--- src/rtl/hs_pkg.sv ---
// Shared handshake definitions: receiver FSM states and the word width agreed with the sender.
package hs_pkg;

  localparam int unsigned HS_WIDTH = 6;

  typedef enum logic {
    HS_IDLE = 1'b0,
    HS_ACK  = 1'b1
  } hs_state_e;

endpackage : hs_pkg

--- src/rtl/hs_fifo.sv ---
// First-word fall-through FIFO; the head word is visible on rd_data with no read latency.
module hs_fifo
  import hs_pkg::*;
#(
  parameter int unsigned WIDTH = HS_WIDTH,
  parameter int unsigned DEPTH = 4
) (
  input  logic                       clk,
  input  logic                       clr,
  input  logic                       i_push,
  input  logic [WIDTH-1:0]           i_push_data,
  input  logic                       i_rd_ready,
  output logic                       o_full,
  output logic [WIDTH-1:0]           o_rd_data,
  output logic                       o_rd_valid,
  output logic [$clog2(DEPTH+1)-1:0] o_count
);

  localparam int unsigned PW = $clog2(DEPTH);
  localparam int unsigned CW = $clog2(DEPTH + 1);

  logic [WIDTH-1:0] r_mem [DEPTH];
  logic [PW-1:0]    r_wr_ptr;
  logic [PW-1:0]    r_rd_ptr;
  logic [CW-1:0]    r_count;
  logic             w_push_ok;
  logic             w_pop_ok;

  // Full is judged on the pre-pop count, so a same-cycle pop never frees a slot early.
  assign o_full     = (r_count == CW'(DEPTH));
  assign o_rd_valid = (r_count != '0);
  assign o_rd_data  = r_mem[r_rd_ptr];
  assign o_count    = r_count;
  assign w_push_ok  = i_push && !o_full;
  assign w_pop_ok   = i_rd_ready && o_rd_valid;

  always_ff @(posedge clk) begin
    if (clr) begin
      for (int i = 0; i < int'(DEPTH); i++) r_mem[i] <= '0;
      r_wr_ptr <= '0;
      r_rd_ptr <= '0;
      r_count  <= '0;
    end else begin
      if (w_push_ok) begin
        r_mem[r_wr_ptr] <= i_push_data;
        r_wr_ptr        <= r_wr_ptr + PW'(1);
      end
      if (w_pop_ok) r_rd_ptr <= r_rd_ptr + PW'(1);
      case ({w_push_ok, w_pop_ok})
        2'b10:   r_count <= r_count + CW'(1);
        2'b01:   r_count <= r_count - CW'(1);
        default: r_count <= r_count;
      endcase
    end
  end

endmodule : hs_fifo

--- src/rtl/hs_receiver.sv ---
// Four-phase req/ack receiver: synchronises req, pushes one word per handshake into a FIFO,
// and offers buffered words downstream on a valid/ready port.
module hs_receiver
  import hs_pkg::*;
#(
  parameter int unsigned WIDTH       = HS_WIDTH,
  parameter int unsigned DEPTH       = 4,
  parameter int unsigned SYNC_STAGES = 2
) (
  input  logic                       clk,
  input  logic                       clr,
  input  logic                       req,
  input  logic [WIDTH-1:0]           data_in,
  output logic                       ack,
  output logic                       complete,
  output logic [WIDTH-1:0]           rd_data,
  output logic                       rd_valid,
  input  logic                       rd_ready,
  output logic [$clog2(DEPTH+1)-1:0] count
);

  hs_state_e r_state;
  hs_state_e w_state_nxt;
  logic      w_req_s;
  logic      w_push;
  logic      w_full;

  // req crosses from the sender's domain; SYNC_STAGES=0 trusts it as already synchronous.
  if (SYNC_STAGES == 0) begin : g_no_sync
    assign w_req_s = req;
  end else begin : g_sync
    logic [SYNC_STAGES-1:0] r_sync;
    always_ff @(posedge clk) begin
      if (clr) begin
        r_sync <= '0;
      end else begin
        r_sync[0] <= req;
        for (int i = 1; i < int'(SYNC_STAGES); i++) r_sync[i] <= r_sync[i-1];
      end
    end
    assign w_req_s = r_sync[SYNC_STAGES-1];
  end

  always_ff @(posedge clk) begin
    if (clr) r_state <= HS_IDLE;
    else     r_state <= w_state_nxt;
  end

  // Push only on the IDLE->ACK transition so each handshake stores exactly one word.
  always_comb begin
    w_state_nxt = r_state;
    w_push      = 1'b0;
    case (r_state)
      HS_IDLE: begin
        if (w_req_s && !w_full) begin
          w_push      = 1'b1;
          w_state_nxt = HS_ACK;
        end
      end
      HS_ACK: begin
        if (!w_req_s) w_state_nxt = HS_IDLE;
      end
      default: w_state_nxt = HS_IDLE;
    endcase
  end

  assign ack      = (r_state == HS_ACK);
  assign complete = (r_state == HS_IDLE) && !w_full;

  hs_fifo #(
    .WIDTH (WIDTH),
    .DEPTH (DEPTH)
  ) u_fifo (
    .clk         (clk),
    .clr         (clr),
    .i_push      (w_push),
    .i_push_data (data_in),
    .i_rd_ready  (rd_ready),
    .o_full      (w_full),
    .o_rd_data   (rd_data),
    .o_rd_valid  (rd_valid),
    .o_count     (count)
  );

endmodule : hs_receiver

--- config.mk ---
export PLATFORM = sky130hd
export DESIGN_NAME = hs_receiver
export DESIGN_NICKNAME = d
export VERILOG_FILES = /design/src/rtl/hs_pkg.sv /design/src/rtl/hs_fifo.sv /design/src/rtl/hs_receiver.sv
export SDC_FILE = /design/constraint.sdc
export NUM_CORES = 1
export LEC_CHECK = 0
export CAP_MARGIN = 20
export CORE_MARGIN = 2
export CORE_UTILIZATION = 40
export CTS_CLUSTER_SIZE = 30
export DETAILED_ROUTE_END_ITERATION = 6
export GPL_TIMING_DRIVEN = 1
export PLACE_DENSITY = 0.62
export SYNTH_ARGS = -nofsm -noshare
export SYNTH_HDL_FRONTEND = slang
export SYNTH_SLANG_ARGS = --single-unit
--- constraint.sdc ---
create_clock -name clk -period 2.2 [get_ports clk]
set_input_delay 0.22 -clock clk [delete_from_list [all_inputs] [get_ports clk]]
set_output_delay 0.22 -clock clk [all_outputs]
set_load 0.02 [all_outputs]
==> impl_summary.md, run 1 <==
Global routing
The global-route wire length before repair is between 4 and 5 mm. Summed over all layers, the global routing overflow is 0. The overall routing resource usage is between 15 and 20%. The number of antenna violations at the first check in global routing came to 0. The number of global-route vias before repair is 1040. Entering global routing, the biggest net connects 26 pins.

Worst setup path
In this run the worst path has a maximum fanout of 6. The startpoint type of the worst setup path is a register. The data required time at the worst endpoint is ~2000 ps. The worst setup path is of the reg -> out kind. On the worst path, the slowest cell contributes a delay of approximately 560 ps.

The data arrival at the endpoint of the critical path is approximately 1800 ps. For this design, the slowest cell found on the critical path is sky130_fd_sc_hd__clkdlybuf4s50_1. STA classifies the critical path endpoint as a primary output.

The critical path goes through mux4_2 -> clkdlybuf4s50_1.

Power
The leakage dissipation is around 0.80 nW. The cell-internal power is around 0.0013 W. The design draws between 0.0015 and 0.002 W. The power density over cell area is approximately 870 nW/um^2. The worst ir drop on vdd is ~500 uV. The portion of total power attributed to combinational logic is between 20% and 30%. Net switching is 28.1% of the power. The switching power of the nets is 0.000492 W. The fraction of power consumed by the clock network is 27.3%. The register share of total power is between 40% and 50%.

Drt
The wire length reported by the detailed router is ~3 mm. In this run the remaining antenna-violating nets after routing total 0. The average routed wire per standard cell is roughly 15 um. The number of iterations in the first detailed-routing pass is 4. The starting DRC count in detailed routing is between 50 and 60.

Detailed routing inserted a total of 1000 vias. Using the TritonRoute via totals, the vias-per-cell ratio works out to just over 5. The number of remaining DRC errors is 0.

Clock tree
The clock latency of the later-clocked register in the worst-skew pair is about 280 ps. The number of hold buffers added after CTS was 0. The number of gates resized after cts is 1.

After clock tree synthesis, the setup repair step added 0 buffers. The deepest clock path buffer count is 2. Counting the buffers created by CTS gives 5. The post-CTS clock slew at the launch and capture registers of the worst setup and hold paths is 70 ps. The TritonCTS sink count is 36. The clock tree synthesis step divided the H-tree into 2 levels.

The root buffer cell chosen for the clock tree is sky130_fd_sc_hd__clkbuf_8. The CTS tree is done.

Timing
Dividing the final minimum period by the clock period gives about 93%. The worst hold slack is 444 ps. Setup repair after global routing left no endpoint under its margin. The pin slew with the least headroom to its limit is 377 ps. The worst path needs roughly 2100 ps of the cycle, external delays included. The setup violation total in the final timing report is 0.

The worst relative slew slack is 74.5%. The count of final hold-check violations is 0. The clock skew is 5.44 ps. The final-report max-slew violation count came to 0.

Timing would allow up to between 400 and 500 MHz. Once routing completed, OpenROAD measured the worst setup slack at approximately 150 ps.

Cells and area
The fraction of the core area covered by cells at the end of the flow is just over 50%. In the final layout, the share of cells above drive strength 1 is between 10% and 20%. The area of all sequential standard cells is slightly below 1000 um^2. The repair_antennas step left the layout with diodes totalling 0. In the final layout, the multi-input gates occupy roughly 600 um^2.

The total number of nets in the final design is between 150 and 200. Summing all non-filler instances in the final layout gives an area of between 2000 and 2500 um^2. The area growth from synthesis to layout is 24.7%. Counting the fill cells in the layout gives between 300 and 400.

Die
The region available for standard cell placement spans 3940 um^2. The overall die width is 67.4 um. The die height is a little under 70 um.

The count of pins on the block boundary is 22. The die covers 4550 um^2. The placement row count is 23. The initial utilization of the core area, before any placement, comes to 40.8%.

Job
Across the run, the number of max-cap violations was 0.

Synthesis
By area the synthesized netlist is led by sky130_fd_sc_hd__edfxtp_1, sky130_fd_sc_hd__dfxtp_1, sky130_fd_sc_hd__mux4_2, sky130_fd_sc_hd__and3_1, sky130_fd_sc_hd__and2_1. The largest total area in the synthesized netlist belongs to sky130_fd_sc_hd__edfxtp_1. The number of library cell types mapped by synthesis is 27. After synthesis, the largest area contributor takes up between 40 and 50% of total cell area. The number of nets handed over by synthesis was 127.

During synthesis, Yosys emitted a total of 0 warnings. The share of the yosys chip area belonging to registers is between 50% and 60%. After technology mapping, the gate count stands at approximately 120. The cell area that synthesis handed to floorplanning was 1610 um^2. In this run the mean area of a mapped cell was ~14 um^2. In this run, synthesis produced a sequential element count of 36.

Status
The flow ran to the end, and the final reports show no timing, DRC or antenna violations.

Placed design
The weighted congestion at the end of routability-driven global placement is slightly below 0.8. The post-DP HPWL is roughly 2 mm. OpenSTA, run right after detailed placement, puts the worst setup slack at -17.8 ps. The placed instance area is around 1900 um^2. The count of buffers from port buffering is 21.

Min path
The path type of the worst min-delay path is reg -> reg.
through the flow:
stage,cells,TNS [ps]
floorplan,115,0
global placement,190,0
detailed placement,190,-17.8
CTS,198,0
global route,198,0
finish,198,0
flip-flops by register name, indices dropped and copies added, names as in the netlist, named ones only:
signal / count
ack: 1
u_fifo.r_rd_ptr: 2
u_fifo.r_mem: 24
u_fifo.o_count: 3
g_sync.r_sync: 2
u_fifo.r_wr_ptr: 2
per-layer routing:
| layer | GRT usage (%) | part of all wire [%] | vias up |
|---|---|---|---|
| met3 | 5.00 | 4.9 | 6 |
| met1 | 18.2 | 44 | 486 |
| met4 | 8.16 | 1.9 | 0 |
| met2 | 26.1 | 49 | 23 |
| met5 | 0 | 0 | - |
| li1 | - | - | 485 |
power groups by stage:
| stage | clock [W] | sequential [W] | combinational [W] |
|---|---|---|---|
| 2_1_floorplan | 0 | 0.000842 | 0.000267 |
| 6_report | 0.000477 | 0.000843 | 0.000431 |
| 3_3_place_gp | 0 | 0.000856 | 0.000426 |
| 3_5_place_dp | 0 | 0.000857 | 0.000431 |
| 4_1_cts | 0.000490 | 0.000844 | 0.000433 |
| 5_1_grt | 0.000521 | 0.000854 | 0.000463 |
logic make-up after synthesis:
kind of cell / Yosys count / share of synthesized area [%]
simple gates: 46 / 18.9
fa+ha+maj: 2 / 2.02
compound gates: 11 / 4.74
xor+xnor: 4 / 2.18
flops: 36 / 59.7
buf+inv: 9 / 3.11
mux: 7 / 9.33
cell type report:
type                    count  share of cell area [%]
flip-flops and latches     36                    48.1
multi-input cells          70                    29.8
repair buffers             29                    13.5
clock buffers               6                    4.11
well taps                  50                    3.12
inverters                   5                   0.935
clock inverters             2                   0.499
placed cells by master, fill, tap and decap left out:
| cell type | synthesis | layout |
|---|---|---|
| sky130_fd_sc_hd__clkinv_2 | 0 | 2 |
| sky130_fd_sc_hd__and3_1 | 18 | 18 |
| sky130_fd_sc_hd__nor3_4 | 1 | 1 |
| sky130_fd_sc_hd__nor4bb_1 | 1 | 1 |
| sky130_fd_sc_hd__clkbuf_8 | 0 | 6 |
| sky130_fd_sc_hd__o31a_1 | 1 | 1 |
| sky130_fd_sc_hd__nor2_1 | 9 | 9 |
| sky130_fd_sc_hd__and2_1 | 6 | 6 |
| sky130_fd_sc_hd__fa_1 | 1 | 1 |
| sky130_fd_sc_hd__nand2b_1 | 2 | 2 |
| sky130_fd_sc_hd__clkdlybuf4s50_1 | 0 | 21 |
| sky130_fd_sc_hd__xor2_1 | 3 | 3 |
| sky130_fd_sc_hd__mux2_4 | 1 | 1 |
| sky130_fd_sc_hd__a21o_1 | 4 | 4 |
| sky130_fd_sc_hd__xnor2_1 | 1 | 1 |
| sky130_fd_sc_hd__o2bb2ai_1 | 1 | 1 |
| sky130_fd_sc_hd__dfxtp_1 | 12 | 9 |
| sky130_fd_sc_hd__or3_1 | 2 | 2 |
| sky130_fd_sc_hd__nor3b_4 | 2 | 2 |
| sky130_fd_sc_hd__o311ai_1 | 1 | 1 |
| sky130_fd_sc_hd__dfxtp_2 | 0 | 3 |
| sky130_fd_sc_hd__a21oi_1 | 3 | 3 |
| sky130_fd_sc_hd__nor2b_1 | 5 | 5 |
| sky130_fd_sc_hd__buf_4 | 0 | 8 |
| sky130_fd_sc_hd__ha_1 | 1 | 1 |
| sky130_fd_sc_hd__edfxtp_1 | 24 | 24 |
| sky130_fd_sc_hd__o21ai_0 | 1 | 1 |
| sky130_fd_sc_hd__inv_1 | 5 | 5 |
| sky130_fd_sc_hd__mux4_2 | 6 | 6 |
worst paths after layout:
check                         start  cells after the start  slack (ps)                 to
hold reg to reg    g_sync.r_sync[0]                      1         440   g_sync.r_sync[1]
setup reg to reg  u_fifo.o_count[2]                      9         150  u_fifo.o_count[2]
setup / recovery           register                      2         150         rd_data[3]
hold / removal     g_sync.r_sync[0]                      1         440   g_sync.r_sync[1]
synthesized netlist by cell type, drive strengths merged:
library cell and count:
and3 18, a21o 4, o31a 1, nor4bb 1
nor2b 5, mux2 1, mux4 6, nor2 9
ha 1, o311ai 1, inv 5, clkbuf 1
nor3b 2, dfxtp 12, o2bb2ai 1, xor2 3
a21oi 3, fa 1, nand2b 2, and2 6
nor3 1, edfxtp 24, o21ai 1, buf 3
or3 2, xnor2 1
critical path: cells and delay by family, from the launching register on:
family	cells	cell delay (ps)
muxes	1	530
DFF	1	460
buffers and inverters	1	560
(Power assumes the default switching activity.)
==> inputs of run 2 (changes only) <==
--- a/config.mk
+++ b/config.mk
@@ -6,12 +6,14 @@
 export NUM_CORES = 1
 export LEC_CHECK = 0
 export CAP_MARGIN = 20
+export CELL_PAD_IN_SITES_DETAIL_PLACEMENT = 0
+export CELL_PAD_IN_SITES_GLOBAL_PLACEMENT = 1
 export CORE_MARGIN = 2
-export CORE_UTILIZATION = 40
+export CORE_UTILIZATION = 39
 export CTS_CLUSTER_SIZE = 30
 export DETAILED_ROUTE_END_ITERATION = 6
 export GPL_TIMING_DRIVEN = 1
-export PLACE_DENSITY = 0.62
+export PLACE_DENSITY = 0.71
 export SYNTH_ARGS = -nofsm -noshare
 export SYNTH_HDL_FRONTEND = slang
 export SYNTH_SLANG_ARGS = --single-unit
==> impl_summary.md, run 2 (same netlist as run 1, synthesis figures left out) <==
Worst setup path
The data required time at the worst endpoint is approximately 2400 ps. The startpoint type of the worst setup path is a register. Traced cell by cell, the critical path runs through nor3b_4 -> nor3b_4 -> inv_1 -> ha_1 -> inv_1 -> fa_1 -> xor2_1 -> or3_1 -> a21oi_1.

The setup path with the least slack is of type reg -> reg. Of all nets on the critical path, the largest fanout is 7. For the worst setup path, the data arrival time is between 2000 and 2500 ps.

The critical path's slowest cell is sky130_fd_sc_hd__dfxtp_2. The type of element capturing the critical path is a register. The largest single stage delay on the critical path is 380 ps.

Timing
Adding up every negative setup slack in the final design gives 0 ps. The shortest clock period the worst path allows after layout is between 2000 and 2500 ps. The final-report max-slew violation count is 0.

The count of final hold-check violations is 0. The final critical path takes up 93.5% of the cycle. Based on the critical path, the design can be clocked at up to roughly 500 MHz. For the final database, setup skew stands at just over 3 ps. The worst relative slew slack is around 76%. The pin slew with the least headroom to its limit is between 300 and 400 ps. Setup repair after global routing left no endpoint under its margin.

The setup violation total in the final timing report is 0.

Die
The die covers approximately 4700 um^2. The overall die width is just under 70 um. For this configuration, the core starts out at a cell density of 40.5%. In this run the standard cell core region covers 3970 um^2. Row generation in the floorplan step produced 23 rows. The count of pins on the block boundary is 22.

The die height is 68.2 um.

Placed design
The weighted congestion at the end of routability-driven global placement is between 0.7 and 0.8. The count of buffers from port buffering is 21. The placed instance area is around 1900 um^2.

After legalization and detailed placement, the total HPWL measured between 2 and 2.5 mm.

Global routing
The number of global-route vias before repair came to about 1000. The overall routing resource usage is approximately 15%. The number of antenna violations at the first check in global routing is 0. The global-route wire length before repair is between 4 and 5 mm. The pin count of the biggest net entering global routing is 26. The global route total overflow is 0.

Drt
The average routed wire per standard cell is ~15 um. The final route contains 1003 vias. The number of remaining DRC errors is 0.

The starting DRC count in detailed routing is 63. For this run, the detailed router's first-pass iteration total came to 4. The detail route stage leaves a number of antenna-violating nets equal to 0. Summed over all layers, the routed wires come to between 3 and 4 mm.

The average via count per standard cell is about 5.

Min path
The path type of the worst min-delay path is reg -> reg.

Cells and area
Leaving out fill and tap cells, the most frequent cells in the layout are sky130_fd_sc_hd__edfxtp_1, sky130_fd_sc_hd__and3_1, sky130_fd_sc_hd__clkdlybuf4s50_1, sky130_fd_sc_hd__nor2_1, sky130_fd_sc_hd__dfxtp_1. The post-route netlist has 18.9% of its cells at a drive strength greater than 1. The flip-flop count of the largest register, all copies and words added is 24. Leaving out fill and tap cells, the most frequent cell in the layout is sky130_fd_sc_hd__edfxtp_1.

From synthesis to final layout, the design area changed by 25.6%. The post-route standard cell area excluding fillers is ~2000 um^2. u_fifo.r_mem holds more flip-flops than any other register. The total number of nets in the final design is 159.

0 antenna diodes ended up in the layout.

Clock tree
For this design, the CTS-stage hold fixing added 0 buffers. Counting the buffers created by CTS gives 5. After clock tree synthesis, the clock-pin slew on the worst setup and hold paths is 70 ps. The clock latency of the later-clocked register in the worst-skew pair is 280 ps.

The tree built by TritonCTS fans out to 36 sinks. TritonCTS built the clock tree. The H-tree generated during clock tree synthesis spans 2 levels. No sink is reached through more buffers than the 2 on the longest clock path. The tree is rooted in a sky130_fd_sc_hd__clkbuf_8.

Power
The power density over cell area is roughly 900 nW/um^2. The leakage dissipation is approximately 0.83 nW. The worst ir drop on vdd is 474 uV.

Status
The run finished with clean final reports.

Job
Max-cap violations in this run came to 0.
## run 2: changes by cell type in the layout (fill, tap and decap cells not counted)
cell / before / now
sky130_fd_sc_hd__clkbuf_8: 6 / 5
sky130_fd_sc_hd__bufinv_16: 0 / 1
sky130_fd_sc_hd__dlymetal6s2s_1: 0 / 1
sky130_fd_sc_hd__clkbuf_1: 0 / 1
sky130_fd_sc_hd__dlygate4sd2_1: 0 / 3
sky130_fd_sc_hd__clkinv_2: 2 / 1
sky130_fd_sc_hd__clkdlybuf4s50_1: 21 / 17
## run 2: final timing paths
check	startpoint	end	slack [ps]	cells after the start
min	g_sync.r_sync[0]	g_sync.r_sync[1]	450	1
max reg2reg	u_fifo.o_count[2]	u_fifo.o_count[2]	140	9
max	u_fifo.o_count[2]	u_fifo.o_count[2]	140	9
min reg2reg	g_sync.r_sync[0]	g_sync.r_sync[1]	450	1
## run 2: power by group
part | leakage, nW | internal [W] | switching (W)
Sequential | 0.348 | 0.000776 | 0.0000554
Clock | 0.0552 | 0.000336 | 0.000226
Combinational | 0.425 | 0.000227 | 0.000211
## run 2: what timing repair did
action,in CTS,in global routing
buffers inserted,0,0
setup endpoints to repair,3,2
gates resized for setup,3,3
pin swaps,0,1
## run 2: stage by stage
stage | hold WS [ps] | utilization, % | std cells | worst slack [ps] | total power [W]
final | 454 | 50.9 | 198 | 142 | 0.00183
after global routing | 479 | 50.9 | 198 | 12.0 | 0.00193
after CTS | 460 | 50.8 | 198 | 10.6 | 0.00185
after detailed placement | 442 | 48.1 | 190 | 15.7 | 0.00129
after global placement | 434 | 48.1 | 190 | 85.4 | 0.00129
after floorplan | 292 | - | 115 | 21.8 | 0.00111
## run 2: area by class of cell
type                            instances  area (um^2)
Clock inverter                          2         35.0
Clock buffer                            6         72.6
Sequential cell                        36          965
Inverter                                5         18.8
Fill cell                             364         1950
Timing Repair Buffer                   29          269
Tap cell                               50         62.6
Multi-Input combinational cell         70          598
## run 2: worst max-delay path, delay by kind of cell (launching register included)
| family | cells | cell delay, ps |
|---|---|---|
| AOI/OAI and AO/OA | 1 | 150 |
| DFF | 1 | 380 |
| buffers and inverters | 2 | 130 |
| xor gates and xnor gates | 1 | 160 |
| and+or+nand+nor | 3 | 620 |
| adders and majority gates | 2 | 540 |
## run 2: metal layers
| metal | global-route usage, % | up-vias | part of all wire (%) |
|---|---|---|---|
| li1 | - | 488 | - |
| met1 | 19.9 | 490 | 46 |
| met2 | 23.2 | 20 | 48 |
| met3 | 5.92 | 5 | 4.9 |
| met4 | 5.25 | 0 | 1.3 |
| met5 | 0 | - | 0 |
==> inputs of run 3 (changes only) <==
--- a/config.mk
+++ b/config.mk
@@ -5,15 +5,15 @@
 export SDC_FILE = /design/constraint.sdc
 export NUM_CORES = 1
 export LEC_CHECK = 0
-export CAP_MARGIN = 20
+export CAP_MARGIN = 40
 export CELL_PAD_IN_SITES_DETAIL_PLACEMENT = 0
 export CELL_PAD_IN_SITES_GLOBAL_PLACEMENT = 1
 export CORE_MARGIN = 2
-export CORE_UTILIZATION = 39
+export CORE_UTILIZATION = 40
 export CTS_CLUSTER_SIZE = 30
 export DETAILED_ROUTE_END_ITERATION = 6
 export GPL_TIMING_DRIVEN = 1
-export PLACE_DENSITY = 0.71
+export PLACE_DENSITY = 0.7
 export SYNTH_ARGS = -nofsm -noshare
 export SYNTH_HDL_FRONTEND = slang
 export SYNTH_SLANG_ARGS = --single-unit
==> constraint.sdc (replaced) <==
create_clock -name clk -period 2.66 [get_ports clk]
set_input_delay 0.266 -clock clk [delete_from_list [all_inputs] [get_ports clk]]
set_output_delay 0.266 -clock clk [all_outputs]
set_load 0.02 [all_outputs]
==> impl_summary.md, run 3 (same netlist as run 1, synthesis figures left out) <==
Timing
In the finished design, the share of the clock period the worst path needs comes to a little under nine tenths. The final-report max-slew violation count came to 0. The shortest clock period the worst path allows after layout is between 2000 and 2500 ps. The clock skew is between 10 and 15 ps.

Setup violations remaining at the end of the flow were counted as 0. Timing would allow up to around 440 MHz. The count of final hold-check violations came to 0. The worst relative slew slack is between 50% and 60%. Setup repair after global routing left no endpoint under its margin. The total negative setup slack is 0 ps.

The pin slew with the least headroom to its limit is around 660 ps. The setup slack after layout is about 370 ps.

Cells and area
The library cells used most frequently in the layout, excluding fill and tap cells, are sky130_fd_sc_hd__edfxtp_1, sky130_fd_sc_hd__clkdlybuf4s50_1, sky130_fd_sc_hd__and3_1, sky130_fd_sc_hd__dfxtp_1, sky130_fd_sc_hd__nor2_1. The count of inserted antenna diode cells is 0. Across the whole layout, storage elements account for ~960 um^2. The share of layout cells above drive strength 1 is 13.4%.

The post-route standard cell area excluding fillers is slightly below 2000 um^2. The multi-input logic area is 598 um^2. The register ranked first by flip-flop count is u_fifo.r_mem. The area overhead of the layout relative to synthesis is 22.6%. The commonest non-fill, non-tap cell in the layout is sky130_fd_sc_hd__edfxtp_1. The register with the most flip-flops in the layout has 24 of them. At the end of the flow, the number of nets in the layout was 153. The number of fill cells is 344.

Die
The total area inside the core boundary comes to between 3000 and 4000 um^2. The overall die width is approximately 67 um. The count of pins on the block boundary is 22.

The starting utilization of the core area is between 40% and 50%. The die is 67.4 um tall. The die covers roughly 4500 um^2.

The placement row count is 23.

Global routing
The number of antenna violations at the first check in global routing is 0. Entering global routing, the biggest net connects 26 pins. The global-route wire length before repair is about 4.5 mm. In the global route stage, overall resource usage came out at 14.1%. The number of global-route vias before repair came to roughly 900. The global route total overflow is 0.

Clock tree
The root cell of the clock tree is sky130_fd_sc_hd__clkbuf_8. The number of setup buffers added after CTS is 0. At the later pin of the worst-skew pair, clock insertion delay measures roughly 280 ps. Gates resized during post-CTS repair numbered 0. The clock net in this run drives a total of 36 sinks. The post-CTS clock slew at the launch and capture registers of the worst setup and hold paths is roughly 70 ps. The number of hold buffers added after CTS was 0. The CTS tree is done. The maximum level of the CTS H-tree is 2. The deepest clock path buffer count is 2. The number of clock buffers added by TritonCTS is 5.

Worst setup path
The worst setup path is of the reg -> reg kind. The type of element capturing the critical path is a register. The internal reg-to-reg setup slack is 370 ps.

The data arrival at the endpoint of the critical path is 2500 ps. The startpoint type of the worst setup path is a register. At the worst endpoint, the required time is about 2900 ps.

The worst-path maximum fanout is 7.

Drt
The routed layout has ~950 vias. After detailed routing, the number of vias per cell comes to just under 5. Before antenna repair, the detailed router went through 4 iterations. The wire length reported by the detailed router is roughly 2.9 mm. The number of antenna-violating nets in the routed design is 0.

In the final routed layout, each cell accounts on average for ~15 um. The starting DRC count in detailed routing is 38. In the routed design, unresolved DRC markers number 0.

Job
The count of max-cap constraint violations is 0.

Power
Overall power consumption after layout is estimated at 0.00151 W. The power density over cell area is approximately 770 nW/um^2. The worst ir drop on vdd is ~440 uV. The leakage dissipation is slightly below 0.8 nW.

Placed design
Detailed placement finished with a half-perimeter wire length of 1.90 mm. The weighted congestion at the end of routability-driven global placement is approximately 0.76. Summing all placed instances gives a cell area of between 1500 and 2000 um^2.

The count of buffers from port buffering is 21. The worst-case setup slack after placement is approximately 370 ps.

Min path
The tightest min-delay check is of the reg -> reg type.

Status
The flow ran to the end, and the final reports show no timing, DRC or antenna violations.
-- run 3: path summary, 6_finish.rpt --
kind	startpoint	end	cells after the start
worst min-delay path	g_sync.r_sync[0]	g_sync.r_sync[1]	1
worst max-delay path	u_fifo.o_count[2]	u_fifo.o_count[2]	9
worst max register to register	u_fifo.o_count[2]	u_fifo.o_count[2]	9
worst min register to register	g_sync.r_sync[0]	g_sync.r_sync[1]	1
-- run 3: critical path, stage by stage (launching register included) --
cell and delay [ps]:
sky130_fd_sc_hd__dfxtp_1 430, sky130_fd_sc_hd__nor3b_4 400, sky130_fd_sc_hd__nor3b_4 100, sky130_fd_sc_hd__inv_1 70, sky130_fd_sc_hd__ha_1 180, sky130_fd_sc_hd__inv_1 60
sky130_fd_sc_hd__fa_1 370, sky130_fd_sc_hd__xor2_1 160, sky130_fd_sc_hd__or3_1 300, sky130_fd_sc_hd__a21oi_1 140
-- run 3: power breakdown --
part / internal [W] / switching (W) / leakage (nW)
Combinational: 0.000185 / 0.000162 / 0.373
Sequential: 0.000639 / 0.0000596 / 0.346
Clock: 0.000278 / 0.000188 / 0.0552
-- run 3: area by class of cell --
class / instances / share of cell area (%)
clock buffers: 6 / 3.68
clock inverters: 2 / 1.78
inverters: 5 / 0.951
multi-input cells: 70 / 30.3
flip-flops and latches: 36 / 48.7
well taps: 50 / 3.17
repair buffers: 23 / 11.4
-- run 3: layer usage --
layer | track usage, % | wire, um | vias to the layer above | part of all wire (%)
met2 | 22.9 | 1460 | 21 | 51
li1 | - | - | 478 | -
met4 | 4.59 | 0 | 0 | 0
met1 | 18.0 | 1280 | 454 | 45
met3 | 4.50 | 120 | 0 | 4.2
met5 | 0 | 0 | - | 0
-- run 3: per-stage QoR --
stage          utilization [%]  std cells  hold WS [ps]
2_1_floorplan                -        115           338
3_3_place_gp              47.3        184           428
3_5_place_dp              47.3        184           431
4_1_cts                   50.0        192           447
5_1_grt                   50.0        192           463
6_report                  50.0        192           442
